==> config.mk <==
export PLATFORM = sky130hd
export DESIGN_NAME = prog_loader
export DESIGN_NICKNAME = d
export VERILOG_FILES = /design/src/rtl/prog_loader_pkg.sv /design/src/rtl/prog_loader_csum.sv /design/src/rtl/prog_loader.sv
export SDC_FILE = /design/constraint.sdc
export NUM_CORES = 1
export LEC_CHECK = 0
export CAP_MARGIN = 20
export CELL_PAD_IN_SITES_DETAIL_PLACEMENT = 1
export CELL_PAD_IN_SITES_GLOBAL_PLACEMENT = 2
export CORE_MARGIN = 3
export CORE_UTILIZATION = 35
export CTS_CLUSTER_SIZE = 8
export DETAILED_ROUTE_END_ITERATION = 8
export PLACE_DENSITY = 0.89
export SYNTH_ARGS = -nofsm -noshare
export SYNTH_HDL_FRONTEND = slang
export SYNTH_SLANG_ARGS = --single-unit
==> constraint.sdc <==
create_clock -name clk -period 3.34 [get_ports clk]
set_input_delay 0.334 -clock clk [delete_from_list [all_inputs] [get_ports clk]]
set_output_delay 0.334 -clock clk [all_outputs]
set_load 0.03 [all_outputs]
==> src/rtl/prog_loader_pkg.sv <==
// Shared types and constants for the program loader: FSM states, framing constants
// and the state-to-handshake decode used by the top.
package prog_loader_pkg;

  typedef enum logic [3:0] {
    ST_IDLE    = 4'd0,
    ST_LEN_HI  = 4'd1,
    ST_LEN_LO  = 4'd2,
    ST_WORD_HI = 4'd3,
    ST_WORD_LO = 4'd4,
    ST_WRITE   = 4'd5,
    ST_CHK     = 4'd6,
    ST_DONE    = 4'd7,
    ST_ERR     = 4'd8
  } state_t;

  localparam logic [7:0] SYNC_BYTE_DEF    = 8'hA5;
  localparam int         LEN_HI_W         = 4;
  localparam int         LEN_LO_W         = 8;
  localparam int         LEN_W            = LEN_HI_W + LEN_LO_W;
  localparam logic [7:0] LEN_HI_RSVD_MASK = 8'hF0;
  localparam logic [7:0] WHI_RSVD_MASK    = 8'hC0;

  // Handshake: a byte is consumed on a rising edge where in_valid & in_ready;
  // in_ready is registered, so it reflects the state currently held.
  function automatic logic state_accepts(state_t s);
    return s inside {ST_IDLE, ST_LEN_HI, ST_LEN_LO, ST_WORD_HI, ST_WORD_LO, ST_CHK, ST_ERR};
  endfunction

  function automatic logic state_busy(state_t s);
    return !(s inside {ST_IDLE, ST_ERR});
  endfunction

endpackage

==> src/rtl/prog_loader_csum.sv <==
// Mod-256 running sum of frame bytes; cleared on SYNC, compared against the
// trailing checksum byte.
module prog_loader_csum (
  input  logic       clk,
  input  logic       rst,
  input  logic       i_clear,
  input  logic       i_add,
  input  logic [7:0] i_byte,
  output logic       o_match
);

  logic [7:0] r_sum;

  always_ff @(posedge clk or negedge rst) begin
    if (!rst) begin
      r_sum <= '0;
    end else if (i_clear) begin
      r_sum <= '0;
    end else if (i_add) begin
      r_sum <= r_sum + i_byte;
    end
  end

  assign o_match = (i_byte == r_sum);

endmodule

==> src/rtl/prog_loader.sv <==
// Framed byte-stream loader for CPU program memory; holds the CPU in reset while loading.
// Optional trailing checksum byte enabled by defining PROG_LOADER_CHECKSUM_EN.
module prog_loader
  import prog_loader_pkg::*;
#(
  parameter int         ADDR_W    = 11,
  parameter int         DATA_W    = 14,
  parameter logic [7:0] SYNC_BYTE = SYNC_BYTE_DEF
) (
  input  logic              clk,
  input  logic              rst,
  input  logic [7:0]        in_data,
  input  logic              in_valid,
  output logic              in_ready,
  output logic              pm_we,
  output logic [ADDR_W-1:0] pm_addr,
  output logic [DATA_W-1:0] pm_wdata,
  output logic              cpu_hold,
  output logic              busy,
  output logic              done,
  output logic              err,
  output logic [3:0]        dbg_state
);

  localparam int CNT_W   = ADDR_W + 1;
  localparam int MAX_LEN = 2 ** ADDR_W;

  state_t              r_state;
  state_t              w_state_nxt;
  logic                r_in_ready;
  logic                r_pm_we;
  logic [ADDR_W-1:0]   r_pm_addr;
  logic [DATA_W-1:0]   r_pm_wdata;
  logic                r_cpu_hold;
  logic                r_busy;
  logic                r_done;
  logic                r_err;
  logic [LEN_HI_W-1:0] r_len_hi;
  logic [LEN_W-1:0]    r_len;
  logic [CNT_W-1:0]    r_cnt;
  logic [5:0]          r_whi;

  logic                w_take;
  logic                w_is_sync;
  logic [LEN_W-1:0]    w_len;
  logic                w_len_bad;
  logic                w_last;
  logic                w_csum_ok;

  assign w_take    = in_valid & r_in_ready;
  assign w_is_sync = (in_data == SYNC_BYTE);
  assign w_len     = {r_len_hi, in_data};
  assign w_len_bad = (w_len == '0) || (int'(w_len) > MAX_LEN);
  // cnt is one bit wider than the address so a full 2**ADDR_W image ends without wrap.
  assign w_last    = (int'(r_cnt) == int'(r_len) - 1);

`ifdef PROG_LOADER_CHECKSUM_EN
  logic w_csum_clr;
  logic w_csum_add;

  assign w_csum_clr = w_take & w_is_sync & (r_state inside {ST_IDLE, ST_ERR});
  assign w_csum_add = w_take & (r_state inside {ST_LEN_HI, ST_LEN_LO, ST_WORD_HI, ST_WORD_LO});

  prog_loader_csum u_csum (
    .clk     (clk),
    .rst     (rst),
    .i_clear (w_csum_clr),
    .i_add   (w_csum_add),
    .i_byte  (in_data),
    .o_match (w_csum_ok)
  );
`else
  assign w_csum_ok = 1'b0;
`endif

  always_comb begin
    w_state_nxt = r_state;
    case (r_state)
      ST_IDLE:    if (w_take && w_is_sync) w_state_nxt = ST_LEN_HI;
      ST_LEN_HI:  if (w_take) w_state_nxt = |(in_data & LEN_HI_RSVD_MASK) ? ST_ERR : ST_LEN_LO;
      ST_LEN_LO:  if (w_take) w_state_nxt = w_len_bad ? ST_ERR : ST_WORD_HI;
      ST_WORD_HI: if (w_take) w_state_nxt = |(in_data & WHI_RSVD_MASK) ? ST_ERR : ST_WORD_LO;
      ST_WORD_LO: if (w_take) w_state_nxt = ST_WRITE;
`ifdef PROG_LOADER_CHECKSUM_EN
      ST_WRITE:   w_state_nxt = w_last ? ST_CHK : ST_WORD_HI;
`else
      ST_WRITE:   w_state_nxt = w_last ? ST_DONE : ST_WORD_HI;
`endif
      ST_CHK:     if (w_take) w_state_nxt = w_csum_ok ? ST_DONE : ST_ERR;
      ST_DONE:    w_state_nxt = ST_IDLE;
      ST_ERR:     if (w_take && w_is_sync) w_state_nxt = ST_LEN_HI;
      default:    w_state_nxt = ST_IDLE;
    endcase
  end

  always_ff @(posedge clk or negedge rst) begin
    if (!rst) begin
      r_state    <= ST_IDLE;
      r_in_ready <= 1'b0;
      r_pm_we    <= 1'b0;
      r_pm_addr  <= '0;
      r_pm_wdata <= '0;
      r_cpu_hold <= 1'b0;
      r_busy     <= 1'b0;
      r_done     <= 1'b0;
      r_err      <= 1'b0;
      r_len_hi   <= '0;
      r_len      <= '0;
      r_cnt      <= '0;
      r_whi      <= '0;
    end else begin
      r_state    <= w_state_nxt;
      r_in_ready <= state_accepts(w_state_nxt);
      r_busy     <= state_busy(w_state_nxt);
      r_done     <= (w_state_nxt == ST_DONE);
      r_err      <= (w_state_nxt == ST_ERR);
      r_pm_we    <= 1'b0;

      // The CPU is released on the edge leaving DONE; an error keeps it held.
      if (r_state == ST_DONE) begin
        r_cpu_hold <= 1'b0;
      end else if (w_take && w_is_sync && w_state_nxt == ST_LEN_HI) begin
        r_cpu_hold <= 1'b1;
      end

      case (r_state)
        ST_LEN_HI:  if (w_take) r_len_hi <= in_data[LEN_HI_W-1:0];
        ST_LEN_LO: begin
          if (w_take) begin
            r_len <= w_len;
            r_cnt <= '0;
          end
        end
        ST_WORD_HI: if (w_take) r_whi <= in_data[5:0];
        ST_WORD_LO: begin
          if (w_take) begin
            r_pm_we    <= 1'b1;
            r_pm_addr  <= r_cnt[ADDR_W-1:0];
            r_pm_wdata <= {r_whi, in_data};
          end
        end
        ST_WRITE:   if (!w_last) r_cnt <= r_cnt + CNT_W'(1);
        default: ;
      endcase
    end
  end

  assign in_ready  = r_in_ready;
  assign pm_we     = r_pm_we;
  assign pm_addr   = r_pm_addr;
  assign pm_wdata  = r_pm_wdata;
  assign cpu_hold  = r_cpu_hold;
  assign busy      = r_busy;
  assign done      = r_done;
  assign err       = r_err;
  assign dbg_state = r_state;

endmodule

==> flow_metrics.py, run 1 <==
metrics = {
    "outcome": {
        "status": "complete, no violations",
    },
    "route": {
        "drtIter0Drc": 80,
        "via_per_inst": 5.21,
        "wl_um": 9130,
        "drt_pass1_iterations": 4,
        "postRouteAntennaNets": 0,
        "avgRoutedWirePerCell_um": 17.3,
        "drc": 0,
        "dr_total_vias": 2757,
    },
    "global_route": {
        "grt_pass1_wl_um": 15500,
        "antenna_found_initial": 0,
        "grt_remaining_overflow": 0,
        "grt_max_degree": 46,
        "grtUsageTotal": 0.176,
        "grt_pass1_vias": 2890,
    },
    "clock_network": {
        "numCtsBuffers": 9,
        "cts.path.max_buffers": 2,
        "post_cts_resized": 0,
        "cts_tree": "built",
        "cts_root_buf": "clkbuf_8",
        "clock_latency_ns": 0.35,
        "cts_setup_buffers": 0,
        "clock_sinks": 69,
        "clk_pin_slew_ns": 0.08,
        "htree_levels": 3,
    },
    "finish": {
        "fin_util": 0.454,
        "stdcell_area_um2": 4250,
        "num-fill-cells": 1081,
        "fin_nets": 408,
        "antenna_cells": 0,
        "area_growth_pct": 24.7,
        "drive_above_1_share": 0.155,
    },
    "place": {
        "port-buffer-count": 45,
        "dp_hpwl_um": 6640,
        "place_congestion": 0.796,
        "post_dp_cell_area_um2": 4040,
    },
    "worst_setup_path": {
        "path_delay_family": "simple AND/OR/NAND/NOR gates",
        "critPathRequiredTime_ns": 3.62,
        "cp_num_buf_inv": 2,
        "worst_setup_path_start_kind": "flip-flop",
        "cp_cell_sequence": "inv_1, ha_1, or3b_2, or4_1, xnor2_1, o2111ai_1, nor4_4, buf_4, or4_1, a21oi_1",
        "cp_max_fo": 19,
        "path_class": "reg -> reg",
        "crit_arrival_ns": 3.30,
        "endpoint_kind": "flip-flop",
        "reg2reg_slack_ns": 0.31,
        "path_common_cell": "or4_1",
        "max_stage_delay_ns": 0.51,
        "cp_slowest_cell": "or4_1",
    },
    "sta": {
        "setup_tns_ns": 0,
        "relSlewSlack": 0.493,
        "finalHoldViolations": 0,
        "worstMarginPinSlew_ns": 0.753,
        "setup_viol": 0,
        "maxSlewViolCount": 0,
        "rsz0062_at_grt": "false",
        "fin_crit_sh": 0.907,
        "holdWs_ns": 0.475,
        "fmax_mhz": 330,
        "period_minus_slack_ns": 3.03,
        "clock-skew-final_ns": 0.0118,
    },
    "pwr": {
        "p_leak_uw": 0.00188,
        "peakVddDrop_mv": 0.292,
        "powerDensity_nw_per_um2": 743,
    },
    "synthesis": {
        "ys_warn_count": 0,
        "synth-edff-count": 0,
        "synth_top_cells_by_area": "dfrtp_1, mux2_2, nand2_1",
        "synth_cells": 342,
        "synth_top_area_frac": 0.506,
        "seq_area_frac_synth": 0.506,
        "syn_nets": 355,
        "syn_avg_cell_area_um2": 9.97,
        "ys_ff_latch": 69,
        "synth_area_leader_cell": "dfrtp_1",
        "ys_types": 42,
        "netlist_area_um2": 3410,
        "ys.flop_type": "dfrtp_1",
        "ys_async_sr_fraction": 1.00,
    },
    "die": {
        "die_height_um": 105,
        "rows": 35,
        "die_w_um": 105,
        "die_area_um2": 11000,
        "initial_core_util": 0.364,
        "io_pins": 46,
        "core_um2": 9370,
    },
    "hold_path": {
        "min-delay-path-class": "reg -> reg",
    },
    "job": {
        "maxCapViolCount": 0,
    },
}
path summary, 6_finish.rpt:
path                          start          end  cells past startpoint
max                        r_len[0]     r_cnt[8]                     10
min reg2reg                r_whi[0]  pm_wdata[8]                      2
max reg2reg                r_len[0]     r_cnt[8]                     10
min                        r_whi[0]  pm_wdata[8]                      2
max in group asynchronous       rst         done                      3
min in group asynchronous       rst  pm_wdata[7]                      2
layout make-up:
cell class              count  area (µm²)  share of cell area
clock buffers              10         138              0.0324
clock inverters             6        62.6              0.0147
inverters                  10        37.5             0.00883
multi-input cells         248        1580               0.371
flip-flops and latches     69        1730               0.406
well taps                 129         161              0.0380
repair buffers             57         551               0.129
per-stage QoR:
step | setup WS [ns] | std cells | total power [µW]
detailed placement | 0.161 | 512 | 2470
global route | 0.151 | 529 | 3370
floorplan | 0.673 | 342 | 2060
CTS | 0.304 | 529 | 3190
global placement | 0.263 | 512 | 2400
finish | 0.311 | 529 | 3160
sequential cells by signal, summed over array words and instances, names as in the netlist, 4 cells and up:
name,count
r_whi,6
pm_addr,11
pm_wdata,14
r_len_hi,4
dbg_state,4
r_cnt,12
r_len,12
tightest hold or removal path, delay by kind of cell (launching register included):
kind / cells / cell delay, ns
flops: 1 / 0.35
simple gates: 2 / 0.10
kinds of logic (layout without fill, tap and decap cells):
group | count (synthesis) | after routing | synth area share
AOI/OAI and AO/OA | 48 | 48 | 0.0855
xor gates and xnor gates | 14 | 14 | 0.0360
adders and majority gates | 2 | 2 | 0.00734
buffers and inverters | 25 | 83 | 0.0319
DFF | 69 | 69 | 0.506
muxes | 33 | 33 | 0.107
and+or+nand+nor | 151 | 151 | 0.226
synth_stat cells (5+ instances only):
master	instances
nor4_1	7
nand2b_1	6
xnor2_1	11
or3_1	6
dfrtp_1	69
mux2i_1	5
a21oi_1	12
clkbuf_1	13
nor2_1	13
nand2_1	70
nand3_1	9
o21ai_0	16
inv_1	10
nor3_1	8
mux2_2	28
timing repair:
item	CTS	global route
setup endpoints to repair	0	0
hold buffers	1	0
endpoints found under the hold margin	10	0
layer usage:
| layer | global-route usage | up-vias | routed length [µm] |
|---|---|---|---|
| met5 | 0 | - | 0 |
| met4 | 0.0497 | 0 | 105 |
| met3 | 0.0358 | 10 | 268 |
| met2 | 0.291 | 35 | 4550 |
| met1 | 0.236 | 1402 | 4210 |
| li1 | - | 1310 | - |
layout by cell type, fill, tap and decap left out, types with 6 or more instances in the layout:
cell	count
nand2_1	70
dfrtp_1	69
clkdlybuf4s50_1	44
mux2_2	28
o21ai_0	16
nor2_1	13
a21oi_1	12
xnor2_1	11
inv_1	10
clkbuf_8	10
buf_4	10
nand3_1	9
nor3_1	8
nor4_1	7
nand2b_1	6
or3_1	6
power breakdown:
group          internal, µW  total, µW  switching, µW
clock                   362        698            336
sequential             1050       1370            319
combinational           501       1090            587
total                  1920       3160           1240
(Power assumes the default switching activity.)
==> run 2, diff against run 1 <==
--- a/config.mk
+++ b/config.mk
@@ -10,9 +10,11 @@
 export CELL_PAD_IN_SITES_GLOBAL_PLACEMENT = 2
 export CORE_MARGIN = 3
 export CORE_UTILIZATION = 35
+export CTS_BUF_LIST = sky130_fd_sc_hd__clkbuf_4 sky130_fd_sc_hd__clkbuf_8 sky130_fd_sc_hd__clkbuf_16
 export CTS_CLUSTER_SIZE = 8
 export DETAILED_ROUTE_END_ITERATION = 8
 export PLACE_DENSITY = 0.89
 export SYNTH_ARGS = -nofsm -noshare
 export SYNTH_HDL_FRONTEND = slang
+export SYNTH_HIERARCHICAL = 1
 export SYNTH_SLANG_ARGS = --single-unit
==> results of run 2 <==
Final layout, timing and power as in run 1 (identical DEF).
Main changes from that run: Yosys warning count 0 -> 6
